`src/rtl/bnch_update_queue.sv`:
```
// Branch-resolution update queue: turns mispredict corrections and bimodal counter
// updates into BTB write packets and buffers them in a small circular FIFO.
module bnch_update_queue #(
    parameter int DEPTH  = 4,
    parameter int DROP_W = 8
) (
    input  logic              cpu_clock_i,
    input  logic              cpu_reset_ni,
    input  logic              rcu_excp_i,
    input  logic [29:0]       c1_btb_vpc_i,
    input  logic [31:0]       c1_btb_target_i,
    input  logic [1:0]        c1_cntr_pred_i,
    input  logic              c1_bnch_tkn_i,
    input  logic [1:0]        c1_bnch_type_i,
    input  logic              c1_bnch_present_i,
    input  logic              c1_btb_way_i,
    input  logic              c1_btb_bm_mod_i,
    output logic              btbw_valid_o,
    input  logic              btbw_ready_i,
    output logic [29:0]       btbw_vpc_o,
    output logic [29:0]       btbw_target_o,
    output logic [1:0]        btbw_type_o,
    output logic [1:0]        btbw_cntr_o,
    output logic              btbw_way_o,
    output logic              btbw_alloc_o,
    output logic              btbw_cntr_only_o,
    output logic              full_o,
    output logic [DROP_W-1:0] drop_cnt_o
);

    localparam int AW = (DEPTH > 1) ? $clog2(DEPTH) : 1;

    typedef struct packed {
        logic [29:0] vpc;
        logic [29:0] target;
        logic [1:0]  btype;
        logic [1:0]  cntr;
        logic        way;
        logic        alloc;
        logic        cntr_only;
    } pkt_t;

    pkt_t              mem_q [DEPTH];
    logic [AW:0]       wr_ptr_q, wr_ptr_d;
    logic [AW:0]       rd_ptr_q, rd_ptr_d;
    logic [DROP_W-1:0] drop_cnt_q, drop_cnt_d;

    pkt_t       pkt;
    logic       pkt_valid;
    logic [1:0] cntr_new;
    logic       empty;
    logic       full;
    logic       deq;
    logic       enq;
    logic       drop;

    // Counter packets that would leave a saturated counter unchanged carry no information.
    always_comb begin
        cntr_new = c1_cntr_pred_i;
        if (c1_bnch_tkn_i) begin
            if (c1_cntr_pred_i != 2'b11) cntr_new = c1_cntr_pred_i + 2'd1;
        end else begin
            if (c1_cntr_pred_i != 2'b00) cntr_new = c1_cntr_pred_i - 2'd1;
        end
    end

    always_comb begin
        pkt           = '0;
        pkt_valid     = 1'b0;
        pkt.vpc       = c1_btb_vpc_i;
        pkt.target    = c1_btb_target_i[31:2];
        pkt.btype     = c1_bnch_type_i;
        pkt.way       = c1_btb_way_i;
        if (rcu_excp_i) begin
            pkt_valid     = 1'b1;
            pkt.alloc     = c1_bnch_present_i;
            pkt.cntr_only = 1'b0;
            pkt.cntr      = (c1_bnch_type_i != 2'b00) ? 2'b11 : 2'b10;
        end else if (c1_btb_bm_mod_i) begin
            pkt_valid     = (cntr_new != c1_cntr_pred_i);
            pkt.alloc     = 1'b1;
            pkt.cntr_only = 1'b1;
            pkt.cntr      = cntr_new;
        end
    end

    assign empty = (wr_ptr_q == rd_ptr_q);
    assign full  = (wr_ptr_q[AW] != rd_ptr_q[AW]) && (wr_ptr_q[AW-1:0] == rd_ptr_q[AW-1:0]);
    assign deq   = !empty && btbw_ready_i;
    // A full queue still accepts a packet when the head leaves on the same edge.
    assign enq   = pkt_valid && (!full || deq);
    assign drop  = pkt_valid && full && !deq;

    always_comb begin
        wr_ptr_d   = wr_ptr_q;
        rd_ptr_d   = rd_ptr_q;
        drop_cnt_d = drop_cnt_q;
        if (enq) wr_ptr_d = wr_ptr_q + {{AW{1'b0}}, 1'b1};
        if (deq) rd_ptr_d = rd_ptr_q + {{AW{1'b0}}, 1'b1};
        if (drop && (drop_cnt_q != {DROP_W{1'b1}})) drop_cnt_d = drop_cnt_q + {{(DROP_W-1){1'b0}}, 1'b1};
    end

    always_ff @(posedge cpu_clock_i or negedge cpu_reset_ni) begin
        if (!cpu_reset_ni) begin
            wr_ptr_q   <= '0;
            rd_ptr_q   <= '0;
            drop_cnt_q <= '0;
        end else begin
            wr_ptr_q   <= wr_ptr_d;
            rd_ptr_q   <= rd_ptr_d;
            drop_cnt_q <= drop_cnt_d;
        end
    end

    // Storage is deliberately unreset; only the pointers define what is valid.
    always_ff @(posedge cpu_clock_i) begin
        if (enq) mem_q[wr_ptr_q[AW-1:0]] <= pkt;
    end

    pkt_t head;
    assign head = mem_q[rd_ptr_q[AW-1:0]];

    assign btbw_valid_o     = !empty;
    assign btbw_vpc_o       = head.vpc;
    assign btbw_target_o    = head.target;
    assign btbw_type_o      = head.btype;
    assign btbw_cntr_o      = head.cntr;
    assign btbw_way_o       = head.way;
    assign btbw_alloc_o     = head.alloc;
    assign btbw_cntr_only_o = head.cntr_only;
    assign full_o           = full;
    assign drop_cnt_o       = drop_cnt_q;

endmodule

```
`config.mk`:
```
export PLATFORM = sky130hd
export DESIGN_NAME = bnch_update_queue
export DESIGN_NICKNAME = d
export VERILOG_FILES = /design/src/rtl/bnch_update_queue.sv
export SDC_FILE = /design/constraint.sdc
export NUM_CORES = 1
export LEC_CHECK = 0
export CORE_MARGIN = 8
export CORE_UTILIZATION = 58
export DETAILED_ROUTE_END_ITERATION = 7
export GPL_TIMING_DRIVEN = 0
export PLACE_DENSITY = 0.84
export SLEW_MARGIN = 10
export SYNTH_ARGS = -nofsm -noshare
export SYNTH_HDL_FRONTEND = slang
export SYNTH_SLANG_ARGS = --single-unit
```
`constraint.sdc`:
```
create_clock -name cpu_clock_i -period 8.3 [get_ports cpu_clock_i]
set_input_delay 1.245 -clock cpu_clock_i [delete_from_list [all_inputs] [get_ports cpu_clock_i]]
set_output_delay 1.245 -clock cpu_clock_i [all_outputs]
set_load 0.01 [all_outputs]
```
Word level (Yosys, flattened, before mapping)
Memories as Yosys holds them, arrays and structs flattened.
Index checks and enable logic that the tools add are counted.
{"block": "classes", "n_addsub": 5, "eq_ne": 6, "n_mux": 12, "reduce_logical": 12}
{"cell": "$mux 2", "count": 7}
{"cell": "$add 8x1->8 const B", "count": 1}
{"cell": "$ne 8x8->1 const B", "count": 1}
{"cell": "$add 3x1->3 const B", "count": 2}
{"cell": "$logic_and 1x1->1", "count": 6}
{"cell": "$mux 1", "count": 5}
{"cell": "$reduce_bool 2->1", "count": 2}
{"cell": "$eq 3x3->1", "count": 1}
{"cell": "$logic_not 1->1", "count": 3}
{"cell": "$add 2x1->2 const B", "count": 1}
{"cell": "$eq 2x2->1", "count": 1}
{"cell": "$ne 2x2->1", "count": 1}
{"cell": "$ne 2x2->1 const B", "count": 1}
{"cell": "$sub 2x1->2 const B", "count": 1}
{"cell": "$logic_or 1x1->1", "count": 1}
{"cell": "$ne 1x1->1", "count": 1}
{"block": "word_totals", "regBits": 14, "mem_bits_rw": 268, "output_inout_bits": 77, "elab_cells": 39, "mem_count": 1}
{"name": "mem_q", "words": 4, "word_bits": 67, "rd": 1, "rd_ports_with_merged_regs": 0, "wr": 1, "line": "43", "rtl": "pkt_t mem_q [DEPTH];"}

Longest topological paths before layout
{"block": "logic_depth", "depth_word": 9, "mapped_depth": 6, "mapped_depth_nobuf": 5}

Worst setup path before layout
OpenSTA, ideal clock, no wires.
{"block": "synth_path", "kind": "input port to flip-flop", "start": "input port c1_cntr_pred_i[0]", "end": "memory mem_q[3][0] (netlist name) (enable)", "setup_ns": 0.434, "t_arrival_ns": 3.417, "slack_ns": 4.450, "path_stages": 4, "path_buffers": 0, "path_cell_list": "or3_1 a31oi_1 nor2b_1 and2_1"}
{"block": "synth_between", "elab_chain_len": 9, "word_cells_on_any_way": 13}
{"item": "start, declared", "line": "12", "rtl": "input logic [1:0] c1_cntr_pred_i,"}
{"item": "$sub 2x1->2 (tied with other cells)", "line": "63", "rtl": "if (c1_cntr_pred_i != 2'b00) cntr_new = c1_cntr_pred_i - 2'd1;"}
{"item": "$mux 2 (on tied branches)", "line": "63, 61"}
{"item": "$mux 2", "line": "60", "rtl": "if (c1_bnch_tkn_i) begin"}
{"item": "$ne 2x2->1 *", "line": "80", "rtl": "pkt_valid = (cntr_new != c1_cntr_pred_i);"}
{"item": "$mux 1 *", "line": "79", "rtl": "end else if (c1_btb_bm_mod_i) begin"}
{"item": "$mux 1 *", "line": "74", "rtl": "if (rcu_excp_i) begin"}
{"item": "$logic_and 1x1->1 *", "line": "91", "rtl": "assign enq = pkt_valid && (!full || deq);"}
{"item": "$mux 1 *", "line": "117", "rtl": "if (enq) mem_q[wr_ptr_q[AW-1:0]] <= pkt;"}
{"item": "$mux 1 (not written as such) *", "line": "117"}
{"item": "end, declared", "line": "43"}
Every way passes the cells marked *; elsewhere a longest branch is shown, timed or not.

Worst setup path in the final report
{"block": "layout_path", "start": "register rd_ptr_q[1]", "end": "output port btbw_vpc_o[20]"}
{"block": "layout_between", "elab_chain_len": 1}
{"item": "start, declared", "line": "45", "rtl": "logic [AW:0] rd_ptr_q, rd_ptr_d;"}
{"item": "start signal, assigned", "line": "110", "rtl": "rd_ptr_q <= rd_ptr_d;"}
{"item": "$mem_v2 4x67"}
{"item": "end, declared", "line": "20", "rtl": "output logic [29:0] btbw_vpc_o,"}
No other way between the ends.

==> results.toml <==
[cts]
hold_buffers = 0
clk_pin_slew_ps = 60
cts_resized = 0
cts_tree = "yes"
htreeDepth = 1
postCtsSetupRepairBufs = 0
clockBufferDepth = 3
clkSinkCount = 282
cts_root_buf = "clkbuf_16"
clk_latency_ps = 520
numCtsBuffers = 28

[worst_setup_path]
crit_start = "rd_ptr_q[1]"
r2r-end = "mem_q[2][56]"
critPathTopFamily = "buffers and inverters"
slowest_stage = "clkbuf_1"
r2r-start = "rd_ptr_q[1]"
required_ps = 7050
crit_path_end_kind = "output pin"
crit_end = "btbw_vpc_o[20]"
critPathArrivalTime_ps = 3240
crit_top_cell = "clkbuf_1"
critPathMaxFanout = 10
rr_worst_depth = 6
worstPathCellList = "clkbuf_1 -> clkbuf_1 -> clkbuf_1 -> mux4_2 -> clkdlybuf4s50_1"
cp.depth = 5
r2r_setup_slack_ps = 5450
cpPeakStageDelay_ps = 550
critPathBufInv = 4
critPathLaunchType = "flip-flop"
crit_type = "flip-flop to output pin"

[drt]
antenna_left = 0
drtPass1Iterations = 4
drt-total-wl_mm = 20.1
routedWlPerCell_um = 23.6
drt_iter0_markers = 264
drc = 0
vias = 4870
vias_per_cell = 5.72

[logic_synthesis]
synth_top_cell_by_area = "edfxtp_1"
synth-seq-cells = 282
ys_seq_area_frac = 0.805
avgSynthCellArea_sq_um = 24.6
syn_nets = 504
netlist_area_sq_um = 10400
yosysUniqueCellTypes = 28
synth_top_area_frac = 0.771
synthCells = 424
synthTopCellsByArea = "edfxtp_1 77%, mux4_2 14%, dfrtp_1 3.4%"
yosysWarnings = 0

[floorplanning]
die_y_um = 150
coreArea_sq_um = 17800
dieArea_sq_um = 22500
initial_utilization = 0.587
num_io_pins = 151
fp.dieW_um = 150
rows = 49

[pwr]
p_seq_frac = 0.424
power.share.combinational = 0.355
p_clk_frac = 0.221
p_total_mw = 4.98
peakVddDrop_v = 0.000288
power_density_nw_per_um2 = 381
netSwitchingPower_mw = 1.42
intPower_mw = 3.56
swShare = 0.285
power.leakage_nw = 4.31

[global_routing]
grt_max_degree = 37
grt_pass1_wl_mm = 30.9
antenna_found_initial = 0
grt_pass1_vias = 5544
grt-ovfl-total = 0
grtUsageTotal = 0.180

[timing]
fin_crit_sh = 0.540
setup_viol = 0
rsz0062_at_grt = "false"
min_period_ps = 4480
hold_viol_final = 0
drv_slew = 0
slew_headroom = 0.402
clock.fmax_mhz = 223
finalClockSkew_ps = 10.2
final.setup.tns_ps = 0
worst_pin_slew_ps = 896

[min_path]
hp-start = "wr_ptr_q[2]"
hold_class = "flip-flop to flip-flop"

[finish]
final_nets = 686
multiInputGateArea_sq_um = 1970
diodes = 0
fillers = 1028
drive_above_1_share = 0.186
areaGrowthSynthToFinish_pct = 25.5
final-seq-area_sq_um = 8400

[placed_design]
io_buffers = 148
place.gp.congestion = 0.735
hpwl_mm = 12.6

[status]
status = "complete, no violations"

[flow_run]
cap_viol_max_count = 0
-- worst register-to-register path: stages, from the launching register on --
cell      delay, ps
dfrtp_1         350
clkbuf_1        370
xor2_1          280
or4_4           190
nor2b_1         420
and2_4          590
buf_12          310
-- cells in the mapped netlist --
cell type / instances
o21ai_0: 3
nand2_1: 6
nor2b_1: 2
nand4_1: 4
xor2_1: 4
a311oi_4: 1
nor2_1: 1
a31oi_1: 1
nand3_1: 3
a21o_1: 2
and2_1: 5
nor3_1: 1
mux4_2: 67
or4_4: 1
mux2_2: 2
o211ai_1: 1
buf_2: 3
and4_1: 1
dfrtp_1: 14
clkbuf_1: 12
or3_1: 1
xnor2_1: 10
edfxtp_1: 268
maj3_1: 1
and3_1: 1
inv_1: 2
buf_6: 1
ha_1: 6
-- worst min path at each step --
stage	cells past startpoint	slack, ps	end
floorplan	1	460	wr_ptr_q[2]
CTS	1	500	wr_ptr_q[2]
global route	1	520	wr_ptr_q[2]
finish	1	500	wr_ptr_q[2]
global placement	1	480	wr_ptr_q[2]
detailed placement	1	490	wr_ptr_q[2]
-- stage by stage --
step                worst slack, ps  hold slack, ps   util  std cells  instance area, sq um
floorplan                      4450             462      -        424                 10400
global placement               2690             475  0.686        801                 12200
detailed placement             4260             487  0.691        805                 12300
CTS                            3680             502  0.736        852                 13100
global route                   3650             519  0.736        852                 13100
finish                         3820             502  0.736        852                 13100
-- routing by layer --
metal	wire length, um	vias to the layer above	global-route usage
met5	0	-	0
met4	398	0	0.0525
met3	1330	31	0.0463
met2	10500	152	0.314
met1	7850	2514	0.220
li1	-	2173	-
-- power groups by stage --
| stage | Combinational, mW | Clock, mW | Sequential (mW) |
|---|---|---|---|
| 4_1_cts | 1.82 | 1.13 | 2.12 |
| 6_report | 1.77 | 1.10 | 2.12 |
| 3_5_place_dp | 1.81 | 0 | 2.14 |
| 5_1_grt | 1.90 | 1.18 | 2.15 |
| 3_3_place_gp | 1.73 | 0 | 2.16 |
| 2_1_floorplan | 0.943 | 0 | 2.13 |
-- logic make-up (layout without fill, tap and decap cells) --
| logic type | Yosys count | after routing | share of synthesized area |
|---|---|---|---|
| simple gates | 26 | 26 | 0.0141 |
| mux | 69 | 69 | 0.147 |
| xor+xnor | 14 | 14 | 0.0118 |
| fa+ha+maj | 7 | 7 | 0.00815 |
| compound gates | 8 | 8 | 0.00672 |
| buf+inv | 18 | 217 | 0.00755 |
| flops | 282 | 282 | 0.805 |
-- flip-flops by register name (all words and copies together) (netlist names) --
name / count
wr_ptr_q: 3
rd_ptr_q: 3
drop_cnt_o: 8
mem_q: 268
-- layout by cell type, fill, tap and decap left out, types with 2 or more instances in the layout --
cell type / synthesis / final
xnor2_1: 10 / 10
clkdlybuf4s50_1: 0 / 148
clkbuf_16: 0 / 29
and2_4: 0 / 4
nor2b_1: 2 / 2
dfrtp_1: 14 / 14
nand2_1: 6 / 6
mux2_2: 2 / 2
ha_1: 6 / 6
a21o_1: 2 / 2
nand3_1: 3 / 3
inv_1: 2 / 2
clkinv_1: 0 / 5
o21ai_0: 3 / 3
clkbuf_1: 12 / 21
edfxtp_1: 268 / 268
mux4_2: 67 / 67
buf_12: 0 / 4
xor2_1: 4 / 4
clkinv_2: 0 / 4
nand4_1: 4 / 4
buf_2: 3 / 3
-- layout make-up --
| class | count | area share |
|---|---|---|
| Buffer | 16 | 0.00545 |
| Clock buffer | 38 | 0.0580 |
| Clock inverter | 9 | 0.00296 |
| Inverter | 2 | 0.000574 |
| Multi-Input combinational cell | 124 | 0.150 |
| Sequential cell | 282 | 0.642 |
| Tap cell | 229 | 0.0219 |
| Timing Repair Buffer | 152 | 0.119 |
Note: power is estimated with default switching activity, not from simulation.
